File: src/rtl/sram_fifo_ctrl_0rw1r1w.sv
// Show-ahead valid/ready FIFO controller in front of a 1W/1R SRAM macro, with a 2-entry prefetch
// buffer. Optional even-parity protection of stored words is enabled by defining FIFO_PARITY_EN.
module sram_fifo_ctrl_0rw1r1w #(
    parameter int unsigned DATA_WIDTH = 22,
    parameter int unsigned ADDR_WIDTH = 5,
    parameter int unsigned DEPTH      = 32,
    parameter int unsigned LVL_W      = ADDR_WIDTH + 1,
`ifdef FIFO_PARITY_EN
    localparam int unsigned PW        = DATA_WIDTH - 1
`else
    localparam int unsigned PW        = DATA_WIDTH
`endif
) (
    input  logic                  clk,
    input  logic                  rst,
`ifdef FIFO_PARITY_EN
    output logic                  parity_err,
`endif
    input  logic                  in_valid,
    output logic                  in_ready,
    input  logic [PW-1:0]         in_data,
    output logic                  out_valid,
    input  logic                  out_ready,
    output logic [PW-1:0]         out_data,
    output logic [LVL_W-1:0]      level,
    output logic                  sram_csb0,
    output logic [ADDR_WIDTH-1:0] sram_addr0,
    output logic [DATA_WIDTH-1:0] sram_din0,
    output logic                  sram_csb1,
    output logic [ADDR_WIDTH-1:0] sram_addr1,
    input  logic [DATA_WIDTH-1:0] sram_dout1
);

    logic [ADDR_WIDTH-1:0] wr_ptr_q, wr_ptr_d;
    logic [ADDR_WIDTH-1:0] rd_ptr_q, rd_ptr_d;
    logic [LVL_W-1:0]      scnt_q, scnt_d;
    logic                  rd_pend_q;
    logic [1:0]            ocnt_q, ocnt_d;
    logic [PW-1:0]         obuf_q [2];
    logic [PW-1:0]         obuf_d [2];

    logic                  not_full;
    logic                  push;
    logic                  pop;
    logic                  rd_go;
    logic [1:0]            cap_idx;

    // State updates use the reset-free terms; reset overrides them in the flops anyway, and the
    // port-visible strobes are additionally gated by rst.
    assign not_full  = (scnt_q < LVL_W'(DEPTH));
    assign push      = in_valid && not_full;
    assign out_valid = (ocnt_q != 2'd0);
    assign pop       = out_valid && out_ready;
    assign rd_go     = (scnt_q != '0) &&
                       (({1'b0, ocnt_q} + {2'b00, rd_pend_q}) < (3'd2 + {2'b00, pop}));

    assign in_ready   = !rst && not_full;
    assign sram_csb0  = !(push && !rst);
    assign sram_addr0 = wr_ptr_q;
    assign sram_csb1  = !(rd_go && !rst);
    assign sram_addr1 = rd_ptr_q;

`ifdef FIFO_PARITY_EN
    assign sram_din0 = {^in_data, in_data};
`else
    assign sram_din0 = in_data;
`endif

    assign out_data = obuf_q[0];
    assign level    = scnt_q + LVL_W'(rd_pend_q) + LVL_W'(ocnt_q);

    always_comb begin
        wr_ptr_d = wr_ptr_q;
        rd_ptr_d = rd_ptr_q;
        if (push) begin
            wr_ptr_d = (wr_ptr_q == ADDR_WIDTH'(DEPTH - 1)) ? '0 : wr_ptr_q + 1'b1;
        end
        if (rd_go) begin
            rd_ptr_d = (rd_ptr_q == ADDR_WIDTH'(DEPTH - 1)) ? '0 : rd_ptr_q + 1'b1;
        end
        scnt_d = scnt_q + LVL_W'(push) - LVL_W'(rd_go);
    end

    // A returning word lands behind whatever survives this cycle's pop, preserving order.
    always_comb begin
        obuf_d  = obuf_q;
        ocnt_d  = ocnt_q + 2'(rd_pend_q) - 2'(pop);
        cap_idx = ocnt_q - 2'(pop);
        if (pop) begin
            obuf_d[0] = obuf_q[1];
        end
        if (rd_pend_q) begin
            if (cap_idx == 2'd0) begin
                obuf_d[0] = sram_dout1[PW-1:0];
            end else begin
                obuf_d[1] = sram_dout1[PW-1:0];
            end
        end
    end

    always_ff @(posedge clk or posedge rst) begin
        if (rst) begin
            wr_ptr_q  <= '0;
            rd_ptr_q  <= '0;
            scnt_q    <= '0;
            rd_pend_q <= 1'b0;
            ocnt_q    <= 2'd0;
            obuf_q[0] <= '0;
            obuf_q[1] <= '0;
        end else begin
            wr_ptr_q  <= wr_ptr_d;
            rd_ptr_q  <= rd_ptr_d;
            scnt_q    <= scnt_d;
            rd_pend_q <= rd_go;
            ocnt_q    <= ocnt_d;
            obuf_q    <= obuf_d;
        end
    end

`ifdef FIFO_PARITY_EN
    logic parity_err_q;

    assign parity_err = parity_err_q;

    always_ff @(posedge clk or posedge rst) begin
        if (rst) begin
            parity_err_q <= 1'b0;
        end else if (rd_pend_q && (^sram_dout1)) begin
            parity_err_q <= 1'b1;
        end
    end
`endif

endmodule

File: config.mk
export PLATFORM = sky130hd
export DESIGN_NAME = sram_fifo_ctrl_0rw1r1w
export DESIGN_NICKNAME = d
export VERILOG_FILES = /design/src/rtl/sram_fifo_ctrl_0rw1r1w.sv
export SDC_FILE = /design/constraint.sdc
export NUM_CORES = 1
export LEC_CHECK = 0
export CORE_MARGIN = 1.5
export CORE_UTILIZATION = 46
export CTS_CLUSTER_SIZE = 14
export DETAILED_ROUTE_END_ITERATION = 8
export PLACE_DENSITY = 0.79
export SLEW_MARGIN = 20
export SYNTH_ARGS = -nofsm -noshare
export SYNTH_HDL_FRONTEND = slang
export SYNTH_SLANG_ARGS = --single-unit
File: constraint.sdc
create_clock -name clk -period 3.1 [get_ports clk]
set_input_delay 0.31 -clock clk [delete_from_list [all_inputs] [get_ports clk]]
set_output_delay 0.31 -clock clk [all_outputs]
set_load 0.02 [all_outputs]
==> out/metrics.csv, run 1 <==
metric,value,unit
Post-Synthesis Cell Area,3410,um^2
die width,89.1,um
fillers,637,
Crit Path Max Fanout,7,
die area,7940,um^2
Critical Path Source Type,flop,
Longest Clk Path Bufs,2,
Pwr Total,0.00542,W
YS warnings,0,
post-synthesis sequential area ratio,46.2,%
grt ovf,0,
largest delay contributor family on the critical path,buffers and inverters,
Site Rows,31,
"Slowest-stage cell, CP",clkdlybuf4s50_1,
first-pass GRT wire length,9950,um
Peak VDD IR,666,uV
Slew HR,46.6,%
H-Tree Depth,3,
Worst Hold Path EP,obuf_q[17],
status,completed,
r2r startpoint,ocnt_q[0],
post-place setup slack,0.370,ns
wire length per cell,13.6,um
1st-pass router iterations,4,
Layout area overhead,21.5,%
core area,7210,um^2
RSZ-0062 raised after global routing,no,
antenna violations before repair,0,
"Top cell by count, worst path",ha_1,
Final TNS setup,0,ns
placed cells,427,
final wirelength,6000,um
min-delay src,obuf_q[17],
Syn Inst Count,309,
max-slew violations,0,
FF-to-FF path depth,10,
Crit. End Element,primary output,
Critical Path RT,2.79,ns
syn_nets,379,
"Arr. time, crit path",2.52,ns
largest net degree at the start of global routing,64,
worst-margin pin slew,0.801,ns
Leak,1.90,nW
clk_lat worst skew,0.33,ns
antenna cells,0,
Layout Skew,0.00774,ns
post-CTS sizing,0,
# nets final,409,
DP HPWL,4130,um
Synth cell types,31,
Hold Buf Count CTS,0,
# IOs,112,
most numerous cell in the Yosys netlist,dfrtp_1,
CP bufs+invs,2,
"FFs w/ async S/R, synth",100,%
Layout Cells excl Fill,442,
commonest cells in the netlist,"dfrtp_1, buf_4, nand2_1",
count of final setup violators,0,
register bit total from synthesis,63,
GP Congestion,0.844,
MaxCap Viol Count,0,
Synth area leaders,"dfrtp_1, buf_4, mux2_2",
share of cells above drive strength 1,15.2,%
Critical Path Max Stage Delay,0.53,ns
Final Hold Fails,0,
Post-synth EDFFs,0,
Buffers on Ports,67,
"Core Util, Final",57.5,%
crit path cell chain,"ha_1, ha_1, a21o_1, a211oi_4, buf_4, nand2_1, clkdlybuf4s50_1",
top cell type's share of synthesized area,46.2,%
fmax,0.353,GHz
"area leader, netlist",dfrtp_1,
Root Buffer,clkbuf_8,
Clock Sinks,63,
PD cells,1310,nW/um^2
r2r setup slk,0.37,ns
"Worst Path Class, Setup",reg2out,
"antenna viol nets, final",0,
hold path depth,1,
routed vias/inst,4.86,
Final WS setup,0.269,ns
worst reg2reg path endpoint,scnt_q[5],
fin crit period,2.83,ns
Vias,2147,
1st-iter DRT viols,91,
chip height,89.1,um
dominant synthesized flop cell,dfrtp_1,
number of remaining DRC errors,0,
TritonCTS buffer count,9,
worst min path class,reg2reg,
Post-Synthesis Mean Instance Area,11.0,um^2
Initial Util,47.3,%
period utilisation layout,91.3,%
"CTS clk-pin slew, worst paths",0.07,ns
Post-CTS Setup Inserts,0,
CTS tree,yes,
number of global-route vias before repair,2217,
gr usage total,16.5,%
## placed cells by master, fill, tap and decap left out, types with 4 or more instances in the layout
master,netlist,layout
mux2i_1,22,22
nor2_1,4,4
nor2b_1,4,4
xnor2_1,8,8
nand2_1,29,29
clkdlybuf4s50_1,0,67
clkbuf_8,0,12
inv_1,20,19
a21oi_1,4,4
dfrtp_1,63,63
o21ai_0,28,27
mux2_2,26,26
ha_1,19,19
## registers in the layout, indices dropped and copies added (netlist names)
name,cells
out_data,22
ocnt_q,2
sram_addr0,5
obuf_q,22
rd_pend_q,1
sram_addr1,5
scnt_q,6
## cell type report
type / count / area, um^2 / share of cell area [%]
Clock inverter: 3 / 65.1 / 1.57
Sequential cell: 63 / 1580 / 38.0
Tap cell: 99 / 124 / 2.99
Timing Repair Buffer: 72 / 733 / 17.7
Clock buffer: 12 / 165 / 3.98
Inverter: 20 / 75.1 / 1.81
Multi-Input combinational cell: 173 / 1410 / 33.9
## metrics by stage
stage	hold WS, ns	instance area, um^2
after floorplan	0.427	3410
after global placement	0.485	3920
after detailed placement	0.494	3920
after CTS	0.509	4150
after global routing	0.516	4150
final	0.507	4150
## cells by family (layout without fill, tap and decap cells)
logic type,after synthesis,count (layout),share of synthesized area [%]
multiplexers,48,48,15.0
adder cells (fa/ha/maj),22,22,8.73
buffers and inverters,73,107,13.0
AND/OR/NAND/NOR,48,48,6.42
XOR/XNOR,11,11,2.82
AO/OA/AOI/OAI,44,44,7.74
flip-flops,63,63,46.2
## metal layers
layer,vias up,share of wire (%),global-route usage (%)
met5,-,0,0
li1,1048,-,-
met3,16,5.9,4.52
met2,62,48,28.0
met1,1021,44,19.6
met4,0,1.6,6.85
## power breakdown
part	internal [W]	leakage (nW)	switching, W	total [W]
Combinational	0.00155	1.04	0.00147	0.00302
Clock	0.000513	0.118	0.000302	0.000815
Sequential	0.00128	0.746	0.000315	0.00159
## worst register-to-register path: cells and delay by family (launching register included)
family / cells / cell delay, ns
AO/OA/AOI/OAI: 5 / 1.15
XOR/XNOR: 1 / 0.15
adder cells (fa/ha/maj): 3 / 0.82
flip-flops: 1 / 0.43
AND/OR/NAND/NOR: 1 / 0.12
## worst max path at each step
stage	end	from	depth (start not counted)	slack [ns]
2_1_floorplan	scnt_q[5]	rd_pend_q	10	0.41
6_report	sram_csb1	ocnt_q[0]	7	0.27
5_1_grt	sram_csb1	ocnt_q[0]	7	0.15
4_1_cts	sram_csb1	ocnt_q[0]	7	0.25
3_3_place_gp	scnt_q[5]	rd_pend_q	10	0.45
3_5_place_dp	scnt_q[5]	ocnt_q[0]	10	0.37
Power figures use the tool's default switching activity.
==> inputs of run 2 (changes only) <==
--- a/config.mk
+++ b/config.mk
@@ -10,7 +10,6 @@
 export CTS_CLUSTER_SIZE = 14
 export DETAILED_ROUTE_END_ITERATION = 8
 export PLACE_DENSITY = 0.79
-export SLEW_MARGIN = 20
 export SYNTH_ARGS = -nofsm -noshare
 export SYNTH_HDL_FRONTEND = slang
 export SYNTH_SLANG_ARGS = --single-unit
==> constraint.sdc (replaced) <==
create_clock -name clk -period 3.1 [get_ports clk]
set_input_delay 0.31 -clock clk [delete_from_list [all_inputs] [get_ports clk]]
set_output_delay 0.31 -clock clk [all_outputs]
set_load 0.005 [all_outputs]
==> results of run 2 <==
The final DEF is identical to that of run 1. Status: completed.
Main changes from that run: setup slack after layout 0.269 ns -> 0.362 ns; total power 0.00542 W -> 0.00503 W; worst IR drop on VDD 666 uV -> 569 uV
==> RTL edit, RTL diff (settings of run 1) <==
Put a register stage on the output `level`, with the module's reset. The value now appears one clock later. The other outputs are not delayed to match.
--- a/src/rtl/sram_fifo_ctrl_0rw1r1w.sv
+++ b/src/rtl/sram_fifo_ctrl_0rw1r1w.sv
@@ -67,7 +67,13 @@
 `endif
 
     assign out_data = obuf_q[0];
-    assign level    = scnt_q + LVL_W'(rd_pend_q) + LVL_W'(ocnt_q);
+    always_ff @(posedge clk or posedge rst) begin
+        if (rst) begin
+            level <= '0;
+        end else begin
+            level <= scnt_q + LVL_W'(rd_pend_q) + LVL_W'(ocnt_q);
+        end
+    end
 
     always_comb begin
         wr_ptr_d = wr_ptr_q;
Formal check against the unedited RTL: not equivalent (Yosys sat finds a counterexample within 4 cycles, from zero or initial values and one cycle with rst high).
==> RTL edit against run 1 <==
Sequential cell count rose by 6. Setup slack worse by 33 ps. Synthesized area increased by 4.4%. Global-route usage fell by 0.20 points. Worst hold slack barely moved. Combinational power down 6.6%. Routed wire length is 4.9% higher. Critical path type unchanged. Critical endpoint unchanged. Clock skew grew 1.9 ps. Final area is 3.0% higher. Total power fell by 1.7%. First-iteration DRC count decreased by 51%. Utilization is 0.45 points higher. Via count increased by 3.3%.
==> RTL edit: results (changes against run 1) <==
- Xor and xnor fraction of the mapped netlist area: 2.71% (-0.12 points)
- The tree is rooted in a clkbuf_8.
* Worst R2R Setup Slack: 340 ps (-30 ps)
- Crit Reg-Reg Startpoint: ocnt_q[0]$_DFF_PP0_
* Cell count after placement: 433 (+1.4%)
- Clock-pin slew on the worst setup and hold paths: roughly 80 ps
- GR Layer Usage met1: 20.9% (+1.2 points)
- In this run the critical register-to-register path is captured at scnt_q[5]$_DFF_PP0_.
* Final antenna diode count: 0 (unchanged)
- CTS Buf Count: 9 (unchanged)
* Max Root-Sink Buffers: 2 (unchanged)
- The number of fill cells in the layout was 637 (unchanged).
- Compound-gate portion of the synthesized area: 7.41% (-0.33 points)
- Transition time at the pin with the least slew margin: 867 ps (+66.9 ps)
* Maximum ir drop on the vdd rail: 0.605 mV (-9.2%)
- All-Layer GR Usage: 16.3% (-0.20 points)
* Clock latency on the worst-skew pair: 340 ps
* Synth warnings: 0 (unchanged)
- The path with the worst hold slack has its endpoint at obuf_q[15]$_DFFE_PP0P_.
* Worst Skew: 9.65 ps (+1.90 ps)
- Run status: finished clean
- Antenna violations before repair: 0 (unchanged)
- Deepest level of the CTS H-tree: 3 (unchanged)
- The full die area was 0.00828 mm2 (+4.3%).
* Via count of the first global-routing pass: 2227 (+0.45%)
* Adder-Cell Fraction of Synth Area: 8.36% (-0.37 points)
* Total routed wirelength: 6.29 mm (+4.9%)
* Share of layout cells above drive strength 1: 14.9% (-0.30 points)
* Pre-antenna DRT Iters: 5 (+1)
* Post-place setup slack: 377 ps (+6.76 ps)
- Ratio of total power to cell area: 1250 mW/mm2 (-4.6%)
- The worst setup path is of the flop to output port kind.
* Most common library cells after synthesis: dfrtp_1, buf_4, nand2_1
* R2R depth: 10 (unchanged)
* Final-stage net count: 415 (+1.5%)
- Last weighted congestion value of the routability-driven placer: 0.791 (-6.2%)
- Nets in the synthesized netlist: 385 (+1.6%)
- The portion of the post-synthesis area used by sequential elements is 48.5% (+2.3 points).
* HPWL after DPL: 4.32 mm (+4.8%)
- Portion of netlist area occupied by mux cells: 14.4% (-0.63 points)
- Maximum number of pins on one net before global-route repair: 70 (+9.4%)
- Proportion of synthesized flip-flops having asynchronous set or reset: 100% (unchanged)
- Startpoint of the lowest-slack hold path: obuf_q[15]$_DFFE_PP0P_
* Critical path arrival: 2550 ps (+30 ps)
* Final routed wire length divided by cell count: 14.0 um (+3.2%)
- Input/output buffers: 67 (unchanged)
- Via-to-Cell Ratio: 4.94 (+1.7%)
* Minimum clock period after layout: 2860 ps (+33.2 ps)
* First-pass GRT wire length: 10.7 mm (+7.4%)
- Cell types occupying the most area after synthesis: dfrtp_1, buf_4, mux2_2
- Met2 Resource Use GR: 26.1% (-2.0 points)
- Met3 routing resource usage after global routing: 3.69% (-0.84 points)
- The post-synthesis area per instance came to 11.3 um2 (+2.4%).
* Static Leak: 1.96 nW (+3.1%)
- The number of setup buffers added after CTS came to 0 (unchanged).
- Cell area after placement: 0.00405 mm2 (+3.5%)
- The starting DRC count in detailed routing is 45 (-51%).
RTL edit: power breakdown:
part,switching (mW),total [mW],internal (mW)
Sequential,0.322,1.72,1.40
Clock,0.340,0.793,0.453
Combinational,1.38,2.82,1.43
Total,2.04,5.33,3.29
RTL edit: area by class of cell:
class / count / area share (%)
sequential: 69 / 40.5
inverter: 20 / 1.76
clock buffer: 10 / 2.99
clock inverter: 6 / 2.05
tap: 99 / 2.90
multi-input combinational: 173 / 33.0
timing repair buffer: 72 / 16.9
RTL edit: cell families (layout without fill, tap and decap cells):
group,after synthesis,in the layout
buf+inv,73,108
flops,69,69
mux,48,48
simple gates,48,48
compound gates,44,44
fa+ha+maj,22,22
xor+xnor,11,11
RTL edit: worst max-delay path, cell delays in order (launching register included):
cell             delay [ps]
dfrtp_1                 440
ha_1                    220
ha_1                    320
a21o_1                  200
a211oi_4                240
buf_4                   210
nand2_1                  60
clkdlybuf4s50_1         530
RTL edit: layer usage:
metal	share of wire [%]	routed length, um
met1	45	2830
met2	48	3040
met3	5.1	322
met4	1.4	88
met5	0	0
RTL edit: metrics by stage:
stage	hold WS (ps)	util, %
3_5_place_dp	494	55.0
3_3_place_gp	486	55.0
5_1_grt	518	57.9
4_1_cts	511	57.9
6_report	507	57.9
2_1_floorplan	427	-
